===== config.mk =====
export PLATFORM = sky130hd
export DESIGN_NAME = dot_update_bridge
export DESIGN_NICKNAME = d
export VERILOG_FILES = /design/src/rtl/dot_update_bridge_pkg.sv /design/src/rtl/dot_update_bridge_fifo.sv /design/src/rtl/dot_update_bridge.sv
export SDC_FILE = /design/constraint.sdc
export NUM_CORES = 1
export LEC_CHECK = 0
export CAP_MARGIN = 20
export CORE_MARGIN = 5
export CORE_UTILIZATION = 57
export DETAILED_ROUTE_END_ITERATION = 10
export PLACE_DENSITY = 0.8
export SYNTH_ARGS = -nofsm -noshare
export SYNTH_HDL_FRONTEND = slang
export SYNTH_SLANG_ARGS = --single-unit

===== constraint.sdc =====
create_clock -name clock -period 5.1 [get_ports clock]
set_input_delay 1.53 -clock clock [delete_from_list [all_inputs] [get_ports clock]]
set_output_delay 1.53 -clock clock [all_outputs]
set_load 0.005 [all_outputs]

===== src/rtl/dot_update_bridge_pkg.sv =====
// Shared definitions for the dot update bridge.
// Holds the memory map (X/Y blocks, status word, RNG address), the screen limits,
// the status word bit positions, the pairing FSM states and the layout of one FIFO
// entry (id, x, y = 28 bits).
package dot_update_bridge_pkg;

  localparam logic [31:0] RNG_ADDR    = 32'd99;
  localparam logic [31:0] X_BASE      = 32'd100;
  localparam logic [31:0] NUM_DOTS    = 32'd450;
  localparam logic [31:0] Y_BASE      = X_BASE + NUM_DOTS;
  localparam logic [31:0] Y_END       = Y_BASE + NUM_DOTS;
  localparam logic [31:0] STATUS_ADDR = 32'd1000;

  localparam logic [31:0] H_RES = 32'd640;
  localparam logic [31:0] V_RES = 32'd480;

  localparam int FIFO_DEPTH = 8;
  localparam int ENTRY_W    = 28;

  localparam int STAT_OVERFLOW_BIT = 15;
  localparam int STAT_RANGE_BIT    = 14;
  localparam int STAT_ORPHAN_BIT   = 13;

  typedef enum logic {
    ST_IDLE   = 1'b0,
    ST_HAVE_X = 1'b1
  } pair_state_t;

  typedef struct packed {
    logic [8:0] id;
    logic [9:0] x;
    logic [8:0] y;
  } dot_upd_t;

endpackage


===== src/rtl/dot_update_bridge_fifo.sv =====
// Synchronous FIFO with registered storage, used for completed dot updates.
// Ports: clock, reset (sync, active low), push/push_data, pop, head (entry at the
// read pointer), full, empty, count (0..DEPTH).
// A pop is ignored when empty. When full, a push is accepted only if a pop happens
// in the same cycle, so a simultaneous push/pop on a full FIFO keeps count at DEPTH.
module dot_update_bridge_fifo #(
  parameter int WIDTH = 28,
  parameter int DEPTH = 8
) (
  input  logic                     clock,
  input  logic                     reset,
  input  logic                     push,
  input  logic [WIDTH-1:0]         push_data,
  input  logic                     pop,
  output logic [WIDTH-1:0]         head,
  output logic                     full,
  output logic                     empty,
  output logic [$clog2(DEPTH):0]   count
);

  localparam int AW = $clog2(DEPTH);

  logic [WIDTH-1:0] mem [DEPTH];
  logic [AW-1:0]    wr_ptr;
  logic [AW-1:0]    rd_ptr;
  logic             do_push;
  logic             do_pop;

  assign full    = (count == (AW+1)'(DEPTH));
  assign empty   = (count == '0);
  assign do_pop  = pop && !empty;
  assign do_push = push && (!full || do_pop);
  assign head    = mem[rd_ptr];

  // Storage is cleared on reset so the head reads as zero after reset.
  always_ff @(posedge clock) begin
    if (!reset) begin
      wr_ptr <= '0;
      rd_ptr <= '0;
      count  <= '0;
      for (int i = 0; i < DEPTH; i++) mem[i] <= '0;
    end else begin
      if (do_push) begin
        mem[wr_ptr] <= push_data;
        wr_ptr      <= wr_ptr + AW'(1);
      end
      if (do_pop) rd_ptr <= rd_ptr + AW'(1);
      case ({do_push, do_pop})
        2'b10:   count <= count + (AW+1)'(1);
        2'b01:   count <= count - (AW+1)'(1);
        default: count <= count;
      endcase
    end
  end

endmodule


===== src/rtl/dot_update_bridge.sv =====
// Bridge between the processor data-memory write port and the VGA dot renderer.
// Pairs an X write with the matching Y write into one atomic (id, x, y) update,
// queues it, and offers it to the renderer.
// Ports:
//   clock, reset (sync, active low)
//   wren, address_dmem, data : processor write port
//   status_q, status_hit     : status word and its address match (combinational)
//   upd_valid/upd_ready      : renderer handshake; upd_id/upd_x/upd_y head entry
//   pair_state               : pairing FSM state (0 idle, 1 holding an X)
// Handshake: an entry transfers on every clock where upd_valid && upd_ready. While
// upd_valid is high and upd_ready low, upd_id/x/y hold steady. upd_valid does not
// depend on upd_ready.
module dot_update_bridge
  import dot_update_bridge_pkg::*;
(
  input  logic        clock,
  input  logic        reset,
  input  logic        wren,
  input  logic [31:0] address_dmem,
  input  logic [31:0] data,
  output logic [31:0] status_q,
  output logic        status_hit,
  output logic        upd_valid,
  input  logic        upd_ready,
  output logic [8:0]  upd_id,
  output logic [9:0]  upd_x,
  output logic [8:0]  upd_y,
  output logic        pair_state
);

  pair_state_t state;
  logic [8:0]  pend_id;
  logic [9:0]  pend_x;
  logic        overflow;
  logic        range_err;
  logic        orphan_err;

  logic        x_wr, y_wr, x_ok, y_ok, id_match, pair_done;
  logic        set_range, set_orphan, set_overflow, clear_flags;
  logic [8:0]  x_id, y_id;
  logic        fifo_full, fifo_empty;
  logic [$clog2(FIFO_DEPTH):0] fifo_count;
  dot_upd_t    push_entry, head_entry;

  always_comb begin
    x_wr         = wren && (address_dmem >= X_BASE) && (address_dmem < Y_BASE);
    y_wr         = wren && (address_dmem >= Y_BASE) && (address_dmem < Y_END);
    x_id         = 9'(address_dmem - X_BASE);
    y_id         = 9'(address_dmem - Y_BASE);
    x_ok         = (data < H_RES);
    y_ok         = (data < V_RES);
    id_match     = (state == ST_HAVE_X) && (y_id == pend_id);
    pair_done    = y_wr && y_ok && id_match;
    set_range    = (x_wr && !x_ok) || (y_wr && !y_ok);
    set_orphan   = y_wr && y_ok && !id_match;
    // A completed pair is lost only if the FIFO is full and nothing leaves this cycle.
    set_overflow = pair_done && fifo_full && !(upd_valid && upd_ready);
    clear_flags  = wren && (address_dmem == STATUS_ADDR);
    push_entry   = '{id: pend_id, x: pend_x, y: data[8:0]};
  end

  always_ff @(posedge clock) begin
    if (!reset) begin
      state      <= ST_IDLE;
      pend_id    <= '0;
      pend_x     <= '0;
      overflow   <= 1'b0;
      range_err  <= 1'b0;
      orphan_err <= 1'b0;
    end else begin
      case (state)
        ST_IDLE: begin
          if (x_wr && x_ok) begin
            pend_id <= x_id;
            pend_x  <= data[9:0];
            state   <= ST_HAVE_X;
          end
        end
        ST_HAVE_X: begin
          if (x_wr && x_ok) begin
            pend_id <= x_id;
            pend_x  <= data[9:0];
          end else if (pair_done) begin
            state <= ST_IDLE;
          end
        end
        default: state <= ST_IDLE;
      endcase
      // A new error in the same cycle as a clear leaves the flag set.
      overflow   <= set_overflow | (overflow   & ~clear_flags);
      range_err  <= set_range    | (range_err  & ~clear_flags);
      orphan_err <= set_orphan   | (orphan_err & ~clear_flags);
    end
  end

  dot_update_bridge_fifo #(
    .WIDTH (ENTRY_W),
    .DEPTH (FIFO_DEPTH)
  ) u_fifo (
    .clock     (clock),
    .reset     (reset),
    .push      (pair_done),
    .push_data (push_entry),
    .pop       (upd_ready),
    .head      (head_entry),
    .full      (fifo_full),
    .empty     (fifo_empty),
    .count     (fifo_count)
  );

  assign upd_valid  = !fifo_empty;
  assign upd_id     = head_entry.id;
  assign upd_x      = head_entry.x;
  assign upd_y      = head_entry.y;
  assign pair_state = state;
  assign status_hit = (address_dmem == STATUS_ADDR);

  always_comb begin
    status_q                    = '0;
    status_q[STAT_OVERFLOW_BIT] = overflow;
    status_q[STAT_RANGE_BIT]    = range_err;
    status_q[STAT_ORPHAN_BIT]   = orphan_err;
    status_q[7:0]               = 8'(fifo_count);
  end

endmodule


== After elaboration in Yosys (flattened, before gate mapping) ==
Memories as Yosys holds them, arrays and structs flattened. A register that Yosys moved wholly into a read port is not among the register bits.
Index checks and enable logic that the tools add are counted.
Operators by class
  eq/ne operators: 5
  multiplexer cells: 16
  $add $sub $neg: 6
  bitwise logic cells: 8
  $lt $le $gt $ge: 6
  reduce and logical (&&, ||, !) cells: 27
Operators by type and width (number)
  less-than comparator 32 x 10 -> 1 bit (second input constant): 3
  equality test 32 x 10 -> 1 bit (second input constant): 1
  greater-or-equal comparator 32 x 10 -> 1 bit (second input constant): 1
  greater-or-equal comparator 32 x 7 -> 1 bit (second input constant): 1
  less-than comparator 32 x 9 -> 1 bit (second input constant): 1
  2-to-1 mux 28 bit: 1
  OR reduction 28 bit: 1
  logical AND 1 bit: 16
  2-to-1 mux 10 bit: 1
  equality test 9 bit: 1
  2-to-1 mux 3 bit: 3
  2-to-1 mux 9 bit: 1
  subtractor 9 x 6 -> 9 bit (second input constant): 1
  subtractor 9 x 7 -> 9 bit (second input constant): 1
  2-to-1 mux 1 bit: 8
  case mux 4 bit (2 select lines): 1
  adder 3 x 1 -> 3 bit (second input constant): 2
  zero test 1 bit: 6
  adder 4 x 1 -> 4 bit (second input constant): 1
  equality test 4 bit (second input constant): 1
  zero test 4 bit: 1
  subtractor 4 x 1 -> 4 bit (second input constant): 1
  bitwise AND 1 bit: 3
  bitwise OR 1 bit: 3
  other kinds (6): 8
Storage, ports and cells
  memories kept: 1
  flip-flop bits (word level): 33
  memory bits (writable): 224
  logic and storage cells: 78
  output and inout port bits: 63
Memories
  u_fifo.mem: words 8, bits a word 28, rd ports 1, clocked after memory_dff 1, write ports 8, line dot_update_bridge_fifo.sv:23  | logic [WIDTH-1:0] mem [DEPTH];

== Depth between registers and ports, before layout ==
Gate-level depths: netlist of the first run.
  depth after elaboration: 11
  mapped depth: 16
  gate-level depth less buffers: 16

== Cells and area by module ==
Synthesis of the first run repeated with hierarchy kept, for this count alone.
Second synthesis, totals
  cells, all modules: 945
  area total of the unflattened synthesis: 12229.2 µm²
Modules (own cells, without submodules)
  dot_update_bridge_fifo: seq. area each 6986.7 µm², times used 1, cells each 732, area an instance 10531.4 µm²
  dot_update_bridge: seq. area each 460.4 µm², times used 1, cells each 213, area an instance 1697.9 µm²

== Least setup slack after synthesis of the first run ==
No wires, ideal clock.
  path kind: input-to-reg
  from: input address_dmem[3]
  to: memory u_fifo.mem[0][0], enable pin
  path buffers: 2
  stages: 11
  required time: 4.711 ns
  arrival time: 4.286 ns
  slack: 0.425 ns
  cells stage by stage: inv_1 > ha_1 > a211o_1 > and3_1 > o41ai_1 > o211ai_2 > nor3_4 > buf_6 > and3b_1 > buf_4 > nand2b_1
RTL lines
  start: declaration: line dot_update_bridge.sv:19  | input logic [31:0] address_dmem,
  end: declaration: line dot_update_bridge_fifo.sv:23

== Worst setup path in the final report of the first run ==
  from: input address_dmem[30]
  to: output status_hit
On the way
  word-level cells in the longest chain between the ends: 1
RTL lines
  equality test 32 x 10 -> 1 bit: line dot_update_bridge.sv:116  | assign status_hit = (address_dmem == STATUS_ADDR);
  end: declaration: line dot_update_bridge.sv:22  | output logic status_hit,
No other way between the ends.

==> results of run 1 <==
layout by cell type, fill, tap and decap left out, drive strengths merged, types with 2 or more instances in the layout:
cell	n
clkinv	7
and2	231
inv	7
nor4	10
nand2b	14
conb	25
and3	10
nor2b	21
clkbuf	37
a21o	2
mux2	28
or4	4
nand2	21
edfxtp	224
xor2	7
a31oi	2
a31o	2
nor2	14
nor3	6
mux2i	24
a21oi	3
a211oi	2
mux4	56
xnor2	12
clkdlybuf4s50	105
nand3	4
buf	44
dfxtp	36
o21ai	4
bufinv	3
nand4	2
a21boi	4
and3b	6
ha	8
o21a	5
or2	2
cell type report:
class	instances	area, um2	share of cell area (%)
multi-input combinational	543	4570	31.0
sequential	260	7450	50.5
clock buffer	37	743	5.04
clock inverter	11	131	0.891
tap	280	350	2.38
inverter	7	26.3	0.178
timing repair buffer	149	1470	9.96
layer usage:
layer | GRT usage, % | vias to the layer above | wire, um
met5 | 0 | - | 0
met4 | 6.13 | 0 | 564
met3 | 3.47 | 43 | 2240
met2 | 41.9 | 336 | 14700
met1 | 30.0 | 3698 | 10900
li1 | - | 3352 | -
registers in the layout, indices dropped and copies added, names as in the netlist, named ones only:
| register | flops |
|---|---|
| orphan_err | 1 |
| overflow | 1 |
| pair_state | 1 |
| pend_id | 9 |
| pend_x | 10 |
| range_err | 1 |
| u_fifo.count | 4 |
| u_fifo.mem | 224 |
| u_fifo.rd_ptr | 3 |
| u_fifo.wr_ptr | 3 |
critical path, cell delays in order:
cell and delay [ns]:
clkdlybuf4s50_1 0.40, nor4_1 0.32, nand4_1 0.18, nor3_1 0.22, and3_1 0.20, clkdlybuf4s50_1 0.52
power by group:
group / switching [mW] / total (mW) / leakage (nW) / internal, mW
clock: 0.765 / 1.93 / 0.423 / 1.16
combinational: 0.119 / 0.258 / 2.52 / 0.139
sequential: 0.0262 / 2.42 / 2.42 / 2.39
per-stage QoR:
step / worst slack [ns] / instance area, um2 / std cells / hold slack, ns
floorplan: 0.425 / 12600 / 900 / 0.467
global placement: 0.166 / 13900 / 1239 / 0.487
detailed placement: 0.0951 / 13900 / 1239 / 0.502
CTS: 0.161 / 14700 / 1287 / 0.513
global route: 0.0306 / 14700 / 1287 / 0.549
finish: 0.201 / 14700 / 1287 / 0.507
worst max path at each step:
stage	end	start	slack, ns	cells after the start
final	status_hit	address_dmem[30]	0.20	6
after global routing	status_hit	address_dmem[14]	0.03	6
after CTS	status_hit	address_dmem[30]	0.16	6
after detailed placement	u_fifo.count[3]$_SDFFE_PN0P_	address_dmem[3]	0.1	17
after global placement	u_fifo.count[3]$_SDFFE_PN0P_	address_dmem[3]	0.17	17
after floorplan	u_fifo.mem[0][0]$_SDFFCE_PN0P_	address_dmem[3]	0.43	11
synthesized netlist by cell type, types with 2 or more instances:
library cell	number	area, um2
xor2_1	7	61.3
nor4_1	10	62.6
mux4_2	56	1260
nand3_1	4	20.0
o21a_1	5	37.5
nand2_1	21	78.8
edfxtp_1	224	6730
o21ai_0	4	20.0
or2_2	2	12.5
and3_1	10	62.6
a31oi_1	2	12.5
nor3_1	5	25.0
buf_2	8	40.0
a21boi_0	4	30.0
inv_1	7	26.3
nor2_1	14	52.6
or4_1	4	30.0
xnor2_1	12	105
mux2_2	28	315
mux2i_1	24	240
ha_1	8	100
nand4_1	2	12.5
buf_1	6	22.5
nand2b_1	14	87.6
buf_4	33	248
clkbuf_2	8	40.0
nor2b_1	21	131
clkbuf_1	29	109
and3b_1	6	52.6
a21o_1	2	15.0
and2_1	231	1450
dfxtp_1	36	721
a21oi_1	3	15.0
buf_6	6	67.6
logic make-up after synthesis:
family / after synthesis
and+or+nand+nor: 349
muxes: 108
other: 1
DFF: 260
buffers and inverters: 97
AOI/OAI and AO/OA: 33
adders and majority gates: 9
xor gates and xnor gates: 19
==> summary.txt, run 1 <==
Run status
  – Status: finished clean

Logic synthesis
  – Syn. warnings: 0
  – Gate Count Post-Synth: 876
  – Post-Syn Area: 0.0125 mm2
  – Synth Area in Adders: 0.962%
  – Mean area per synthesized cell: 14.2 um2
  – Number of synthesized register bits: 260
  – Largest family of logic cells by synthesized area: simple AND/OR/NAND/NOR gates
  – Number of synthesized flops with an enable pin: 224
  – Synth Area in Compound Gates: 2.03%
  – Post-synthesis simple-gate area fraction: 17.0%
  – Mux share of post-synthesis cell area: 14.6%
  – Ys async rst share: 0%
  – Distinct cells, synth: 54
  – Synth Flop Type: edfxtp_1
  – Post-synthesis xor/xnor area fraction: 1.33%
  – Register area share after synthesis: 59.7%

STA
  – Setup Viol. Count Final: 0
  – Fin. Hold Viols: 0
  – Slew Limit Headroom: 28.4%
  – Least-Margin Pin Slew: 1.07 ns
  – Tcrit/Tclk final: 96.1%
  – Max Slew Vio Count: 0
  – Clk_skew: 0.0167 ns
  – RSZ-0062 raised after global routing: no
  – Setup TNS: 0 ns
  – Final min period: 4.90 ns
  – Fmax achieved: 204 MHz

Job
  – Max_cap viols: 0

Cells and area
  – Area Growth Syn to Fin: 18.1%
  – NumNets Final: 1064
  – ANT cells: 0
  – Ratio of cells with drive above 1 in the final layout: 17.2%
  – Utilization after layout: 68.0%
  – Fill cell count: 1496

Route
  – Post-DR vias/cell: 5.77
  – WL final: 28.5 mm
  – Antenna viol nets, final: 0
  – Wire length per cell: 22.1 um
  – 1st-iter DRT viols: 529
  – DRC Markers: 0
  – Drt pass-1 iters: 5
  – Via count: 7429

Power
  – Peak supply drop: 0.000188 V
  – Pwr dens: 312 mW/mm2
  – Leakage: 5.36 nW
  – Design Power: 4.60 mW

Die
  – Core area: 0.0217 mm2
  – Row count: 54
  – Starting density of the core: 57.5%
  – Die X: 158 um
  – Die Y: 158 um
  – I/O pin count: 131
  – Die Footprint: 0.0250 mm2

Hold path
  – Hold Path Depth: 2
  – Hold Path Class: flip-flop to flip-flop
  – HP Start: u_fifo.rd_ptr[1]$_SDFFE_PN0P_

Global route
  – Total grt overflow: 0
  – Vias in the first global route: 7879
  – Antenna violations before repair: 0
  – GR Util All Layers: 23.4%
  – First-pass GRT wire length: 43.8 mm
  – Pin count of the biggest net entering global routing: 35

CTS
  – Worst-Skew Late Latency: 0.52 ns
  – Post-CTS resize count: 0
  – Root buffer cell: clkbuf_16
  – H-tree levels: 1
  – CTS clock-pin slew for the worst setup and hold paths: 0.06 ns
  – Sink Count: 260
  – Hold_buf cts: 0
  – CTS buffer count: 26
  – Bufs on Longest Clock Path: 3
  – TritonCTS clock tree: yes
  – Setup Fix Bufs, Post-CTS: 0

Setup path
  – Critical R2R Launch: pend_id[7]$_SDFFE_PN0P_
  – Crit Path Class: primary input to output pin
  – R2r setup slk: 2.02 ns
  – Critical path data required time: 3.57 ns
  – Critical path arrival: 3.37 ns
  – Worst r2r dst: u_fifo.count[3]$_SDFFE_PN0P_
  – CP max FO: 2
  – CP Launch Type: primary input
  – FF-to-FF path depth: 14
  – CP Capture Type: output pin

Place
  – Count of input and output buffers: 105
  – Placed wire-length estimate: 17.3 mm
  – Placer Congestion: 0.838
(Power assumes the default switching activity.)
==> run 2, diff against run 1 <==
- CORE_UTILIZATION: 57 -> 52
- PLACE_DENSITY: 0.8 -> 0.77
- clock period: 5.1 -> 4.3 ns (I/O delays scaled with it)
==> run 2 against run 1 <==
Sequential power increased by 19%. Combinational power increased by 26%. Worst setup slack got worse by 0.011 ns. Cell count increased by 5.6%. Count of clock-buffer cells in the layout decreased by 2. Sequential share of layout area decreased by 1.3 points. Routed wire length decreased by 3.3%. Hold slack improved by 0.0033 ns. Clock skew decreased by 0.0053 ns. First-iteration DRC count increased by 10%. Critical path type unchanged.
==> summary.txt, run 2 (same netlist as run 1, synthesis figures left out) <==
Die
  – Die Y: 165 um (+4.4%)
  – Core area: 0.0235 mm2 (+8.5%)
  – Die Footprint: 0.0272 mm2 (+9.0%)
  – Row count: 56 (+3.7%)
  – Die X: 165 um (+4.4%)
  – I/O pin count: 131 (unchanged)
  – Starting density of the core: 53.0% (-4.5 points)

Route
  – Via count: 7393 (-0.48%)
  – DRC Markers: 0 (unchanged)
  – Antenna viol nets, final: 0 (unchanged)
  – Drt pass-1 iters: 5 (unchanged)
  – Post-DR vias/cell: 5.44 (-5.8%)
  – 1st-iter DRT viols: 584 (+10%)
  – Wire length per cell: 20.3 um (-8.4%)
  – WL final: 27.5 mm (-3.3%)

Place
  – Post-DP Area: 0.0143 mm2 (+3.0%)
  – Placed wire-length estimate: 17.5 mm (+1.2%)
  – Count of input and output buffers: 105 (unchanged)
  – Placer Congestion: 0.825 (-1.6%)

Setup path
  – FF-to-FF path depth: 14 (unchanged)
  – Worst setup startpoint: address_dmem[24]
  – CP max FO: 2 (unchanged)
  – Max incr delay on CP: 0.56 ns (+0.04 ns)
  – CP Launch Type: primary input
  – Critical path data required time: 3.01 ns (-0.56 ns)
  – R2r setup slk: 1.30 ns (-0.72 ns)
  – CP top delay family: simple AND/OR/NAND/NOR gates
  – Cell Chain, Critical Path: clkdlybuf4s50_1 > or4_1 > nor3_2 > and3_1 > dlygate4sd2_1
  – CP Capture Type: output pin
  – Worst r2r dst: u_fifo.count[3]$_SDFFE_PN0P_
  – Crit Path Class: primary input to output pin
  – Critical path arrival: 2.82 ns (-0.55 ns)
  – Setup crit end: status_hit
  – Crit-path slowest cell: or4_1
  – Critical R2R Launch: pend_id[7]$_SDFFE_PN0P_
  – Critical Path Stages: 5 (-1)
  – Buf/Inv on CP: 2 (unchanged)

Cells and area
  – Post-route cell area: 0.0151 mm2 (+2.7%)
  – Most frequent cells in the layout: and2_1 (231), edfxtp_1 (224), clkdlybuf4s50_1 (102)
  – Commonest non-fill, non-tap cell in the layout: and2_1
  – Multi-input logic area: 0.00461 mm2 (+0.82%)
  – NumNets Final: 1097 (+3.1%)
  – Fill cell count: 1704 (+14%)
  – Ratio of cells with drive above 1 in the final layout: 21.0% (+3.8 points)
  – Max reg flops: 224 (unchanged)
  – Top flop regs: u_fifo.mem (224), pend_x (10), pend_id (9)
  – ANT cells: 0 (unchanged)
  – Biggest register: u_fifo.mem
  – Sequential cell area: 0.00745 mm2 (unchanged)
  – Area Growth Syn to Fin: 21.3%

STA
  – Slew Limit Headroom: 55.3% (+27 points)
  – Clk_skew: 0.0114 ns (-0.00530 ns)
  – RSZ-0062 raised after global routing: no
  – Setup Viol. Count Final: 0 (unchanged)
  – Tcrit/Tclk final: 95.6%
  – Setup TNS: 0 ns (unchanged)
  – Fin Hold WS: 0.510 ns (+0.00334 ns)
  – Least-Margin Pin Slew: 0.664 ns (-0.409 ns)
  – Fin. Hold Viols: 0 (unchanged)
  – Fmax achieved: 243 MHz
  – Final min period: 4.11 ns
  – Max Slew Vio Count: 0 (unchanged)

Power
  – Peak supply drop: 0.000261 V (+39%)
  – Pwr dens: 355 mW/mm2 (+14%)
  – Leakage: 5.55 nW (+3.5%)

Job
  – Max_cap viols: 0 (unchanged)

Global route
  – Pin count of the biggest net entering global routing: 35 (unchanged)
  – Total grt overflow: 0 (unchanged)
  – Antenna violations before repair: 0 (unchanged)
  – First-pass GRT wire length: 43.5 mm (-0.86%)
  – Vias in the first global route: 7916 (+0.47%)
  – GR Util All Layers: 20.8% (-2.5 points)

CTS
  – TritonCTS clock tree: yes
  – Root buffer cell: clkbuf_16
  – Hold_buf cts: 0 (unchanged)
  – Sink Count: 260 (unchanged)
  – CTS clock-pin slew for the worst setup and hold paths: 0.06 ns (about the same)
  – Worst-Skew Late Latency: 0.52 ns (about the same)
  – H-tree levels: 1 (unchanged)
  – Bufs on Longest Clock Path: 3 (unchanged)
  – CTS buffer count: 27 (+3.8%)

Hold path
  – Hold Path Class: flip-flop to flip-flop

Run status
  – Status: finished clean
-- run 2: cell types whose count changed in the layout (fill, tap and decap cells not counted), sizes merged --
cell           before  now
bufinv              3    2
dlygate4sd2         0    2
clkbuf             37   35
buf                44   77
clkinv              7   11
clkdlybuf4s50     105  102
-- run 2: worst min-delay path by stage --
stage,start,end,cells after the start
2_1_floorplan,u_fifo.rd_ptr[1]$_SDFFE_PN0P_,flip-flop,2
3_3_place_gp,u_fifo.rd_ptr[1]$_SDFFE_PN0P_,flip-flop,2
3_5_place_dp,pair_state$_SDFF_PN0_,pair_state$_SDFF_PN0_,2
4_1_cts,u_fifo.rd_ptr[1]$_SDFFE_PN0P_,flip-flop,2
5_1_grt,orphan_err$_SDFF_PN0_,orphan_err$_SDFF_PN0_,2
6_report,u_fifo.rd_ptr[1]$_SDFFE_PN0P_,flip-flop,2
-- run 2: what timing repair did --
action / in CTS / in global routing
setup endpoints to repair: 1 / 0
buffers inserted: 1 / 0
resized for setup: 5 / 0
endpoints found under the hold margin: 0 / 0
-- run 2: routing by layer --
| layer | vias up | wire (um) | track usage (%) |
|---|---|---|---|
| met2 | 315 | 13900 | 36.4 |
| met4 | 0 | 274 | 3.48 |
| li1 | 3402 | - | - |
| met5 | - | 0 | 0 |
| met1 | 3654 | 11100 | 28.0 |
| met3 | 22 | 2250 | 3.69 |
-- run 2: final cells by class --
type	instances	area share [%]
sequential	260	49.2
clock buffer	35	4.66
tap	319	2.64
multi-input combinational	543	30.4
inverter	7	0.174
clock inverter	14	0.793
timing repair buffer	181	12.1
-- run 2: power breakdown --
group | switching (mW) | internal [mW] | leakage [nW]
combinational | 0.144 | 0.181 | 2.73
sequential | 0.0293 | 2.84 | 2.42
clock | 0.913 | 1.27 | 0.407
total | 1.09 | 4.29 | 5.55
-- run 2: metrics by stage --
| step | util, % | setup slack, ns | total power [mW] | instances |
|---|---|---|---|---|
| finish | 64.3 | 0.190 | 5.38 | 1359 |
| global route | 64.3 | 0.0162 | 5.55 | 1359 |
| CTS | 64.3 | 0.194 | 5.42 | 1359 |
| detailed placement | 60.7 | -0.342 | 3.24 | 1309 |
| global placement | 60.7 | -0.300 | 3.24 | 1309 |
| floorplan | - | 0.132 | 3.06 | 900 |
-- run 2: worst reg2reg max path, stage by stage, from the launching register on --
cell and delay (ns):
dfxtp_1 0.55, xnor2_1 0.13, or3_1 0.33, a211oi_2 0.28, o211ai_2 0.14, or2_2 0.32
nand2_1 0.09, inv_1 0.06, ha_1 0.26, a21o_1 0.17, a21o_1 0.18, nor2_1 0.08
o21a_1 0.12, a31oi_1 0.04, mux2i_1 0.14
